<file path="src/rtl/ctrl_pipe_if.sv">
// rtl/ctrl_pipe_if.sv - producer/consumer handshake bundle for the control-word pipe
interface ctrl_pipe_if #(
  parameter int CW_W = 64
);
  logic            in_valid;
  logic [CW_W-1:0] in_cw;
  logic            in_ready;
  logic            out_valid;
  logic [CW_W-1:0] out_cw;
  logic            out_ready;

  modport master (
    output in_valid, in_cw, out_ready,
    input  in_ready, out_valid, out_cw
  );

  modport slave (
    input  in_valid, in_cw, out_ready,
    output in_ready, out_valid, out_cw
  );
endinterface

</file>
<file path="src/rtl/ctrl_pipe.sv">
// rtl/ctrl_pipe.sv - elastic control-word pipeline with per-stage stall/flush and bubble collapse
module ctrl_pipe #(
  parameter int STAGES = 4,
  parameter int CW_W   = 64,
  parameter int OCC_W  = $clog2(STAGES + 1)
) (
  input  logic              clk,
  input  logic              rst,
  ctrl_pipe_if.slave        bus,
  input  logic [STAGES-1:0] stall,
  input  logic [STAGES-1:0] flush,
  output logic [OCC_W-1:0]  occupancy
);

  logic [STAGES-1:0] v;
  logic [STAGES-1:0] ve;
  logic [STAGES-1:0] hold;
  logic [STAGES-1:0] nxt_v;
  logic [CW_W-1:0]   p     [STAGES];
  logic [CW_W-1:0]   nxt_p [STAGES];

  // Flush masks a stage before any hold decision, so a squashed stage never blocks upstream.
  assign ve = v & ~flush;

  always_comb begin : hold_chain
    logic down;
    hold = '0;
    down = ve[STAGES-1] & (stall[STAGES-1] | ~bus.out_ready);
    hold[STAGES-1] = down;
    for (int k = STAGES - 2; k >= 0; k--) begin
      down    = ve[k] & (stall[k] | down);
      hold[k] = down;
    end
  end

  always_comb begin : next_state
    logic fwd;
    fwd   = 1'b0;
    nxt_v = '0;
    for (int k = 0; k < STAGES; k++) begin
      nxt_p[k] = '0;
    end

    nxt_v[0] = hold[0] ? ve[0] : bus.in_valid;
    nxt_p[0] = hold[0] ? p[0] : (bus.in_valid ? bus.in_cw : '0);

    // A stage that does not receive a word takes payload 0, so bubbles are always clean.
    for (int k = 1; k < STAGES; k++) begin
      fwd      = ve[k-1] & ~hold[k-1];
      nxt_v[k] = hold[k] ? ve[k] : fwd;
      nxt_p[k] = hold[k] ? p[k] : (fwd ? p[k-1] : '0);
    end
  end

  always_ff @(posedge clk) begin
    if (rst) begin
      v <= '0;
      for (int k = 0; k < STAGES; k++) begin
        p[k] <= '0;
      end
    end else begin
      v <= nxt_v;
      for (int k = 0; k < STAGES; k++) begin
        p[k] <= nxt_p[k];
      end
    end
  end

  always_comb begin : occ_count
    occupancy = '0;
    for (int k = 0; k < STAGES; k++) begin
      occupancy = occupancy + OCC_W'(v[k]);
    end
  end

  assign bus.in_ready  = ~hold[0];
  assign bus.out_valid = ve[STAGES-1];
  assign bus.out_cw    = p[STAGES-1];

endmodule

</file>
<file path="src/flat_wrapper.sv">
// flat-port wrapper written by rule: the top's interface ports become plain ports
module ctrl_pipe_flat 
#(
  parameter int STAGES = 4,
  parameter int CW_W   = 64,
  parameter int OCC_W  = $clog2(STAGES + 1)
)
  (clk, rst, stall, flush, occupancy, bus_in_valid, bus_in_cw, bus_out_ready, bus_in_ready, bus_out_valid, bus_out_cw);
  ctrl_pipe_if #(.CW_W(CW_W)) bus_i ();
  input  logic clk;
  input  logic rst;
  input  logic [STAGES-1:0] stall;
  input  logic [STAGES-1:0] flush;
  output logic [OCC_W-1:0] occupancy;
  input wire logic [$bits(bus_i.in_valid)-1:0] bus_in_valid;
  input wire logic [$bits(bus_i.in_cw)-1:0] bus_in_cw;
  input wire logic [$bits(bus_i.out_ready)-1:0] bus_out_ready;
  output wire logic [$bits(bus_i.in_ready)-1:0] bus_in_ready;
  output wire logic [$bits(bus_i.out_valid)-1:0] bus_out_valid;
  output wire logic [$bits(bus_i.out_cw)-1:0] bus_out_cw;
  assign bus_i.in_valid = bus_in_valid;
  assign bus_i.in_cw = bus_in_cw;
  assign bus_i.out_ready = bus_out_ready;
  assign bus_in_ready = bus_i.in_ready;
  assign bus_out_valid = bus_i.out_valid;
  assign bus_out_cw = bus_i.out_cw;
  ctrl_pipe #(.STAGES(STAGES), .CW_W(CW_W), .OCC_W(OCC_W)) u_core (.clk(clk), .rst(rst), .bus(bus_i), .stall(stall), .flush(flush), .occupancy(occupancy));
endmodule
</file>
<file path="config.mk">
export PLATFORM = sky130hd
export DESIGN_NAME = ctrl_pipe_flat
export DESIGN_NICKNAME = d
export VERILOG_FILES = /design/src/rtl/ctrl_pipe_if.sv /design/src/rtl/ctrl_pipe.sv /design/src/flat_wrapper.sv
export SDC_FILE = /design/constraint.sdc
export NUM_CORES = 1
export LEC_CHECK = 0
export BUFFER_PORTS_ARGS = -buffer_cell sky130_fd_sc_hd__buf_2
export CAP_MARGIN = 10
export CORE_MARGIN = 2
export CORE_UTILIZATION = 53
export CTS_CLUSTER_SIZE = 14
export DETAILED_ROUTE_END_ITERATION = 8
export PLACE_DENSITY = 0.83
export SLEW_MARGIN = 20
export SYNTH_ARGS = -nofsm -noshare
export SYNTH_HDL_FRONTEND = slang
export SYNTH_SLANG_ARGS = --single-unit
</file>
<file path="constraint.sdc">
create_clock -name clk -period 1.73 [get_ports clk]
set_input_delay 0.346 -clock clk [delete_from_list [all_inputs] [get_ports clk]]
set_output_delay 0.346 -clock clk [all_outputs]
set_load 0.01 [all_outputs]
</file>
### Yosys cells after proc, flatten, opt, wreduce, memory -nomap -nowiden

Memory sizes are Yosys's and may differ from the RTL's.
Cells that the tools add are included.

* $add $sub $neg: 3
* multipliers: 0
* divide/modulo/power cells: 0
* $lt $le $gt $ge: 0
* equality and inequality tests: 0
* shift operators: 0
* mux-type cells: 19
* bitwise operators: 21
* reduce and logical (&&, ||, !) cells: 0

Operators with widths (count)
* two-way mux 64 bit: 12
* OR 1 bit: 8
* AND 1 bit: 7
* two-way mux 1 bit: 7
* adder 3 x 1 -> 3 bit: 2
* AND 4 bit: 1
* NOT 1 bit: 4
* NOT 4 bit: 1
* adder 1 x 1 -> 2 bit: 1

* flip-flop bits (word level): 4
* bits in latches: 0
* RAM bits: 256
* bits in read-only memories: 0
* input port bits: 76
* output and inout port bits: 69
* logic and storage cells: 45
* memories: 1

Memories
* u_core.p: depth 4, width 64, rd ports 4, clocked after memory_dff 0, wr ports 4, RTL line ctrl_pipe.sv:19 `logic [CW_W-1:0] p [STAGES];`

### Logic depth before layout (Yosys ltp)

Gate-level depths: netlist of the first run.

* depth after elaboration: 14
* depth in mapped cells: 6
* mapped depth without buffers: 5

### Least setup slack after synthesis of the first run

OpenSTA, ideal clock, no wires.

* path kind: flip-flop to output port
* start point: reg u_core.v[0]
* end point: out occupancy[1]
* arrival time: 1.310 ns
* slack: 0.074 ns
* stages on the path, launching flop included: 4
* path through: dfxtp_1 -> ha_1 -> fa_1 -> ha_1

* word-level cells in the longest chain between the ends: 3

Ends and longest elaborated chain
* start, declared: RTL line ctrl_pipe.sv:15 `logic [STAGES-1:0] v;`
* start signal, assigned: RTL line ctrl_pipe.sv:62 `v <= nxt_v;`
* adder 1 x 1 -> 2 bit: RTL line ctrl_pipe.sv:72 `occupancy = occupancy + OCC_W'(v[k]);`
* adder 3 x 1 -> 3 bit (2 in series): RTL line ctrl_pipe.sv:72
* end, declared: RTL line flat_wrapper.sv:14 `output logic [OCC_W-1:0] occupancy;`

No other way between the ends.

### Final worst setup path of the first run

Ends and elaborated chain as after synthesis.

==> metrics, run 1 <==
final setup vio count=129; register bit count reported by yosys=260; DR WL/cell=16.73 um; vias in the first global route=7924; Sequential Area=5207 um^2; sw power=2.530 mW; count leader, synth=dfxtp_1; Die Wd=147.1 um; Critical Path RT=1.38 ns; pin count of the biggest net entering global routing=96; switching share of power=21.20%; hpwl dp=15.29 mm; worst-margin pin slew=0.5394 ns; io pins=145; Initial Util=53.80%; violated checks=negative setup slack; Seq/Total Area, Yosys=47.96%; maximum vdd drop=662.4 uV; Worst setup EP type=primary output; Yosys top cell by area=dfxtp_1; CORE AREA=20170 um^2; first-pass GRT wire length=39.46 mm; Synth Net Count=1242; H-tree depth=1; Hold Path Class=in2reg; max-cap viol count=0; Hold-fix buffers, CTS=0; port bufs=144; fin nets=1302; DRT iter0 DRCs=527; drt pass-1 iters=5; Clock Path Buffers=3; CP max FO=2; ANT nets after route=0; RSZ-0062 raised after global routing=true; Clk network pwr share=43.9%; DRT Wirelength=25.20 mm; Final Non-Filler Cells=1506; Mapped Cells=1163; Clock Latency Late Sink=0.52 ns; startpoint types=flop; Post-synth EDFFs=0; Pleak=5.005 nW; combinational share of power=5.0%; Post-synth ARST share=0%; fin worst setup slack=-0.4346 ns; Die Y=147.1 um; max-slew violation count=0; most frequent cells after synthesis=dfxtp_1 (260), nand2b_1 (131), mux2i_1 (128), nand2_1 (128), buf_4 (71); Post-DP Area=11460 um^2; Fin. Hold Viols=0; fin crit period=2.165 ns; Avg Cell Area, Syn=9.331 um^2; Root Buffer=clkbuf_16; period utilisation layout=125.1%; via/cell ratio=5.432; Yosys top cell area share=47.96%; Critical Path AT=1.82 ns; share of layout cells above drive strength 1=21.12%; Fin Setup TNS=-11.90 ns; synthesis-to-layout area growth=17.65%; full die area=21640 um^2; GR Util All Layers=21.75%; outcome=finished with violations; num rows=52; design area=12770 um^2; Placed Cells=1446; Synth area leaders=dfxtp_1 (48%), mux2i_1 (12%), nand2b_1 (7.6%), buf_4 (4.9%), a22oi_1 (4.5%); routability cong.=0.8214; Power Dens Cells=934.8 nW/um^2; Reg power frac=51.1%; Power Total=11.93 mW; internal power=9.405 mW; FMAX=0.4620 GHz; synthesized area=10850 um^2; CTS tree=done; CP Class=reg2out; WHS=0.05990 ns; Ys Warns=0; Cell variety after synth=29; antenna diode count=0; Reg clk slew, reported paths=0.06 ns; Slew HR=64.04%; total grt overflow=0; # fillers=1583; skew final=0.01554 ns; Synth Flop Type=dfxtp_1; initial antenna violation count=0; CTS sink cnt=260; multi-input gate area in the final layout=4761 um^2; DRC Markers=0; clock buffer count from CTS=25; vias=8181
==> kinds of logic after synthesis <==
| kind of cell | after synthesis | synth area share, % |
|---|---|---|
| AO/OA/AOI/OAI | 202 | 12.52 |
| buffers and inverters | 170 | 9.166 |
| flip-flops | 260 | 47.96 |
| multiplexers | 128 | 11.81 |
| AND/OR/NAND/NOR | 400 | 18.13 |
| adder cells (fa/ha/maj) | 3 | 0.4151 |
==> per-layer routing <==
layer	vias to the layer above	track usage, %	share of wire, %
li1	4027	-	-
met1	3869	27.20	42
met2	229	37.85	50
met3	56	3.913	5.7
met4	0	7.548	3.0
met5	-	0	0
==> worst max-delay path, stage by stage, from the launching register on <==
cell and delay, ns:
dfxtp_2 0.34, ha_4 0.24, fa_2 0.36, ha_4 0.27
buf_6 0.09
==> cell usage in the layout (no fill, tap or decap), types with 3 or more instances in the layout <==
| master | instances |
|---|---|
| a21oi_1 | 67 |
| a21oi_4 | 3 |
| a22oi_1 | 64 |
| buf_12 | 19 |
| buf_16 | 5 |
| buf_2 | 139 |
| buf_4 | 15 |
| buf_6 | 14 |
| clkbuf_1 | 4 |
| clkbuf_16 | 31 |
| clkbuf_8 | 7 |
| dfxtp_1 | 258 |
| mux2i_1 | 127 |
| nand2_1 | 128 |
| nand2b_1 | 130 |
| nand3_1 | 64 |
| nor2_1 | 66 |
| nor2b_4 | 3 |
| o211ai_1 | 64 |
==> layout make-up <==
class,instances,share of cell area (%)
inverter,3,0.08820
tap,270,2.646
clock inverter,4,0.3822
timing repair buffer,200,13.03
clock buffer,36,5.772
multi-input combinational,733,37.29
sequential,260,40.79
==> per-stage QoR <==
stage | utilization (%) | worst slack [ns]
floorplan | - | 0.07443
detailed placement | 56.81 | -0.07050
CTS | 62.39 | -0.4669
global route | 63.30 | -0.4615
finish | 63.30 | -0.4346
global placement | 56.81 | -0.03947
==> power groups by stage <==
stage / registers, mW / logic (mW) / clock network, mW
finish: 6.10 / 0.591 / 5.24
global placement: 6.23 / 0.519 / 0
detailed placement: 6.23 / 0.527 / 0
global route: 6.11 / 0.638 / 5.56
CTS: 6.10 / 0.582 / 5.33
floorplan: 6.22 / 0.334 / 0
==> flip-flops by register name, summed over array words and instances (netlist names) <==
signal	flops
u_core.p	256
u_core.v	4
==> path summary, 6_finish.rpt <==
kind	start	endpoint	slack, ns	depth (start not counted)
worst max register to register	u_core.v[1]$_SDFF_PP0_	u_core.p[0][124]$_SDFFE_PP0N_	-0.14	9
worst max-delay path	u_core.v[0]$_SDFF_PP0_	occupancy[1]	-0.43	4
worst min register to register	u_core.p[0][25]$_SDFFE_PP0N_	u_core.p[0][89]$_SDFFE_PP0N_	0.46	2
worst min-delay path	bus_in_cw[5]	u_core.p[0][5]$_SDFFE_PP0N_	0.06	3
==> repair_timing <==
item	4_1_cts	5_1_grt
cloned	5	8
gates resized for setup	35	6
setup endpoints to repair	55	138
pin swaps	6	5
buffers inserted	8	0
No activity file was read; power rests on OpenSTA's default activity.
==> inputs of run 2 (changes only) <==
Settings changed: CTS_BUF_LIST set to sky130_fd_sc_hd__clkbuf_2 sky130_fd_sc_hd__clkbuf_4 sky130_fd_sc_hd__clkbuf_8.
==> metrics, run 2 (synthesized netlist as in run 1, its figures left out) <==
max-slew violation count=0; RSZ-0062 raised after global routing=true; total grt overflow=0; crit-path cells=ha_4, fa_2, ha_4, buf_6; sw power=2.548 mW; biggest registers after layout=u_core.p x256, u_core.v x4; max-cap viol count=0; io pins=145; initial antenna violation count=0; startpoint types=flop; reg-to-reg slack, setup=-0.17 ns; vias=8269; CP Buf/Inv Count=1; max reg flops=256; CORE AREA=20170 um^2; internal power=9.347 mW; commonest non-fill, non-tap cell in the layout=dfxtp_1; WHS=0.06421 ns; Power Dens Cells=924.9 nW/um^2; CP max FO=2; fin nets=1316; GR Util All Layers=21.80%; ANT nets after route=0; CP Class=reg2out; H-tree depth=2; num rows=52; share of layout cells above drive strength 1=23.54%; switching share of power=21.42%; Largest Register=u_core.p; first-pass GRT wire length=39.21 mm; CTS sink cnt=260; FMAX=0.4639 GHz; Power Total=11.89 mW; design area=12860 um^2; antenna diode count=0; cell depth of the worst flop-to-flop path=9; maximum vdd drop=457.2 uV; reg2reg end=u_core.p[0][123]$_SDFFE_PP0N_; Clock Latency Late Sink=0.52 ns; via/cell ratio=5.383; Clk network pwr share=43.7%; CP dominant cell by count=ha_4; most frequent cells in the layout=dfxtp_1 (258), buf_2 (139), nand2b_1 (129); DRT iter0 DRCs=635; Reg power frac=51.3%; Die Y=147.1 um; skew final=0.01652 ns; Sequential Area=5207 um^2; hold depth=3; routability cong.=0.8214; violated checks=negative setup slack; r2r startpoint=u_core.v[1]$_SDFF_PP0_; Crit. Startpoint=u_core.v[1]$_SDFF_PP0_; Hold Path Class=in2reg; # fillers=1578; multi-input gate area in the final layout=4785 um^2; vias in the first global route=7900; pin count of the biggest net entering global routing=96; full die area=21640 um^2; Fin Setup TNS=-6.637 ns; Critical Path AT=1.81 ns; hpwl dp=15.29 mm; drt pass-1 iters=5; Fin. Hold Viols=0; Initial Util=53.80%; clock buffer count from CTS=39; Critical Path RT=1.38 ns; fin crit period=2.156 ns; DR WL/cell=16.58 um; hold path startpoint=bus_in_cw[5]; final setup vio count=85; DRT Wirelength=25.46 mm; Worst setup EP type=primary output; fin worst setup slack=-0.4258 ns; outcome=finished with violations; Reg clk slew, reported paths=0.06 ns; Root Buffer=clkbuf_8; port bufs=144; Hold Path End=u_core.p[0][5]$_SDFFE_PP0N_; CTS tree=done; worst-margin pin slew=0.5432 ns; combinational share of power=5.0%; Clock Path Buffers=3; Post-DP Area=11460 um^2; final core utilization=63.76%; Slew HR=63.78%; period utilisation layout=124.6%; Pleak=5.078 nW; delay-heaviest family, CP=adder cells; synthesis-to-layout area growth=18.51%; Crit path largest cell delay=0.36 ns; DRC Markers=0; critical path's slowest cell=fa_2; Die Wd=147.1 um
[run 2: worst min-delay path, cell delays in order]
cell and delay [ns]:
buf_2 0.09, nand2_1 0.04, mux2i_1 0.05
[run 2: power by group through the flow]
stage                     clock network, mW  registers (mW)  logic (mW)
after floorplan                           0            6.22       0.334
after global placement                    0            6.23       0.519
after detailed placement                  0            6.23       0.527
after CTS                              5.27            6.10       0.573
after global routing                   5.57            6.11       0.641
final                                  5.19            6.11       0.595
[run 2: worst max-delay path by stage]
stage                                              end  cells past startpoint
after global routing                      occupancy[1]                      4
after global placement                    occupancy[1]                      4
final                                     occupancy[1]                      4
after detailed placement  u_core.p[0][22]$_SDFFE_PP0N_                      6
after floorplan                           occupancy[1]                      3
after CTS                                 occupancy[1]                      4
[run 2: stage by stage]
step           cells  setup slack (ns)
6_report        1536           -0.4258
3_3_place_gp    1446          -0.03947
3_5_place_dp    1446          -0.07050
4_1_cts         1525           -0.4704
2_1_floorplan   1163           0.07443
5_1_grt         1536           -0.4713
[run 2: layout make-up]
cell class	count	area share [%]
sequential	260	40.49
multi-input combinational	733	37.21
timing repair buffer	200	13.07
clock buffer	70	6.519
tap	270	2.627
inverter	3	0.08757
[run 2: layer usage]
metal  track usage (%)  part of all wire [%]
met5                 0                     0
met4             8.221                   2.8
met3             5.093                   5.5
met2             37.38                    50
met1             26.71                    41
[run 2: timing repair]
item                       CTS  global route
setup endpoints to repair   50           137
buffers inserted             5             3
pin swaps                    6             2
cloned                       4            10
hold buffers                 0             0
gates resized for setup     32            12
==> inputs of run 3 (changes only) <==
Settings changed: SETUP_SLACK_MARGIN set to 0.15.
==> metrics, run 3 (synthesized netlist as in run 1, its figures left out) <==
CP Class=reg2out; vias=8670; Power Dens Cells=894.4 nW/um^2; Slew HR=71.86%; ANT nets after route=0; Hold Path Class=in2reg; maximum vdd drop=411.6 uV; fin nets=1331; Clk network pwr share=43.3%; Fin. Hold Viols=0; design area=13360 um^2; Worst setup EP type=primary output; Clock Latency Late Sink=0.53 ns; Die Y=147.1 um; worst-margin pin slew=0.4222 ns; drt pass-1 iters=5; max-slew violation count=0; DR WL/cell=18.84 um; full die area=21640 um^2; Die Wd=147.1 um; first-pass GRT wire length=40.82 mm; Reg clk slew, reported paths=0.06 ns; outcome=finished with violations; violated checks=negative setup slack; most frequent cells in the layout=dfxtp_1 (256), buf_2 (138), nand2b_1 (129); final core utilization=66.22%; Hold-fix buffers, CTS=0; routability cong.=0.8155; Root Buffer=clkbuf_8; Largest Register=u_core.p; fin crit period=2.172 ns; Power Total=11.95 mW; CORE AREA=20170 um^2; dpl ws=-0.08719 ns; switching share of power=22.62%; biggest registers after layout=u_core.p x256, u_core.v x4; Critical Path RT=1.38 ns; FMAX=0.4604 GHz; synthesis-to-layout area growth=23.07%; DRT Wirelength=29.13 mm; initial antenna violation count=1; max reg flops=256; CP max FO=3; via/cell ratio=5.608; total grt overflow=0; Initial Util=53.80%; clock buffer count from CTS=40; hpwl dp=14.67 mm; DRT iter0 DRCs=871; RSZ-0062 raised after global routing=true; commonest non-fill, non-tap cell in the layout=dfxtp_1; skew final=0.01426 ns; GR Util All Layers=22.87%; Clock Path Buffers=3; fin worst setup slack=-0.4418 ns; num rows=52; io pins=145; H-tree depth=2; max-cap viol count=0; multi-input gate area in the final layout=4937 um^2; internal power=9.243 mW; vias in the first global route=8125; DRC Markers=0; startpoint types=flop; sw power=2.702 mW; Pleak=5.434 nW; final setup vio count=69; CTS tree=done; period utilisation layout=125.5%; combinational share of power=5.5%; Reg power frac=51.2%; share of layout cells above drive strength 1=27.84%; Post-DP Area=11460 um^2; Critical Path AT=1.83 ns; pin count of the biggest net entering global routing=118; Sequential Area=5210 um^2; CTS sink cnt=260; # fillers=1466; port bufs=144
## run 3: repair_timing
item	in CTS	in global routing
endpoints found under the setup margin	74	217
buffers inserted	7	8
gates cloned	5	19
gates resized for setup	75	30
pin swaps	44	4
## run 3: worst max-delay path: stages, from the launching register on
cell and delay (ns):
dfxtp_2 0.37, ha_4 0.22, fa_2 0.35, ha_4 0.27, buf_6 0.09
## run 3: power groups by stage
| stage | registers, mW | clock network, mW | logic [mW] |
|---|---|---|---|
| global placement | 6.23 | 0 | 0.525 |
| floorplan | 6.22 | 0 | 0.334 |
| CTS | 6.11 | 5.17 | 0.596 |
| global route | 6.12 | 5.49 | 0.697 |
| finish | 6.12 | 5.17 | 0.653 |
| detailed placement | 6.23 | 0 | 0.534 |
## run 3: per-layer routing
metal	wire, um	share of wire, %	track usage, %	vias to the layer above
li1	-	-	-	4094
met1	12030	41	29.88	4139
met2	14050	48	36.92	363
met3	2030	7.0	4.658	74
met4	1019	3.5	9.904	0
met5	0	0	0	-
## run 3: worst paths after layout
| path | startpoint | end | slack, ns | cells past startpoint |
|---|---|---|---|---|
| max | u_core.v[1]$_SDFF_PP0_ | occupancy[1] | -0.44 | 4 |
| max reg2reg | u_core.v[1]$_SDFF_PP0_ | u_core.p[0][50]$_SDFFE_PP0N_ | -0.22 | 9 |
| min reg2reg | u_core.p[0][41]$_SDFFE_PP0N_ | u_core.p[0][105]$_SDFFE_PP0N_ | 0.46 | 2 |
| min | bus_in_cw[18] | u_core.p[0][18]$_SDFFE_PP0N_ | 0.06 | 3 |
## run 3: stage by stage
step | hold slack, ns | TNS, ns | std cells
floorplan | 0.4385 | 0 | 1163
global placement | 0.4453 | -0.1742 | 1441
detailed placement | 0.4534 | -2.619 | 1441
CTS | 0.04651 | -4.133 | 1518
global route | 0.05160 | -11.93 | 1545
finish | 0.05672 | -6.788 | 1546
## run 3: layout make-up
cell class / count / share of cell area [%]
tap: 270 / 2.530
multi-input combinational: 733 / 36.97
antenna: 1 / 0.01874
clock buffer: 63 / 5.930
inverter: 3 / 0.08432
clock inverter: 2 / 0.07495
sequential: 260 / 39.01
timing repair buffer: 214 / 15.38
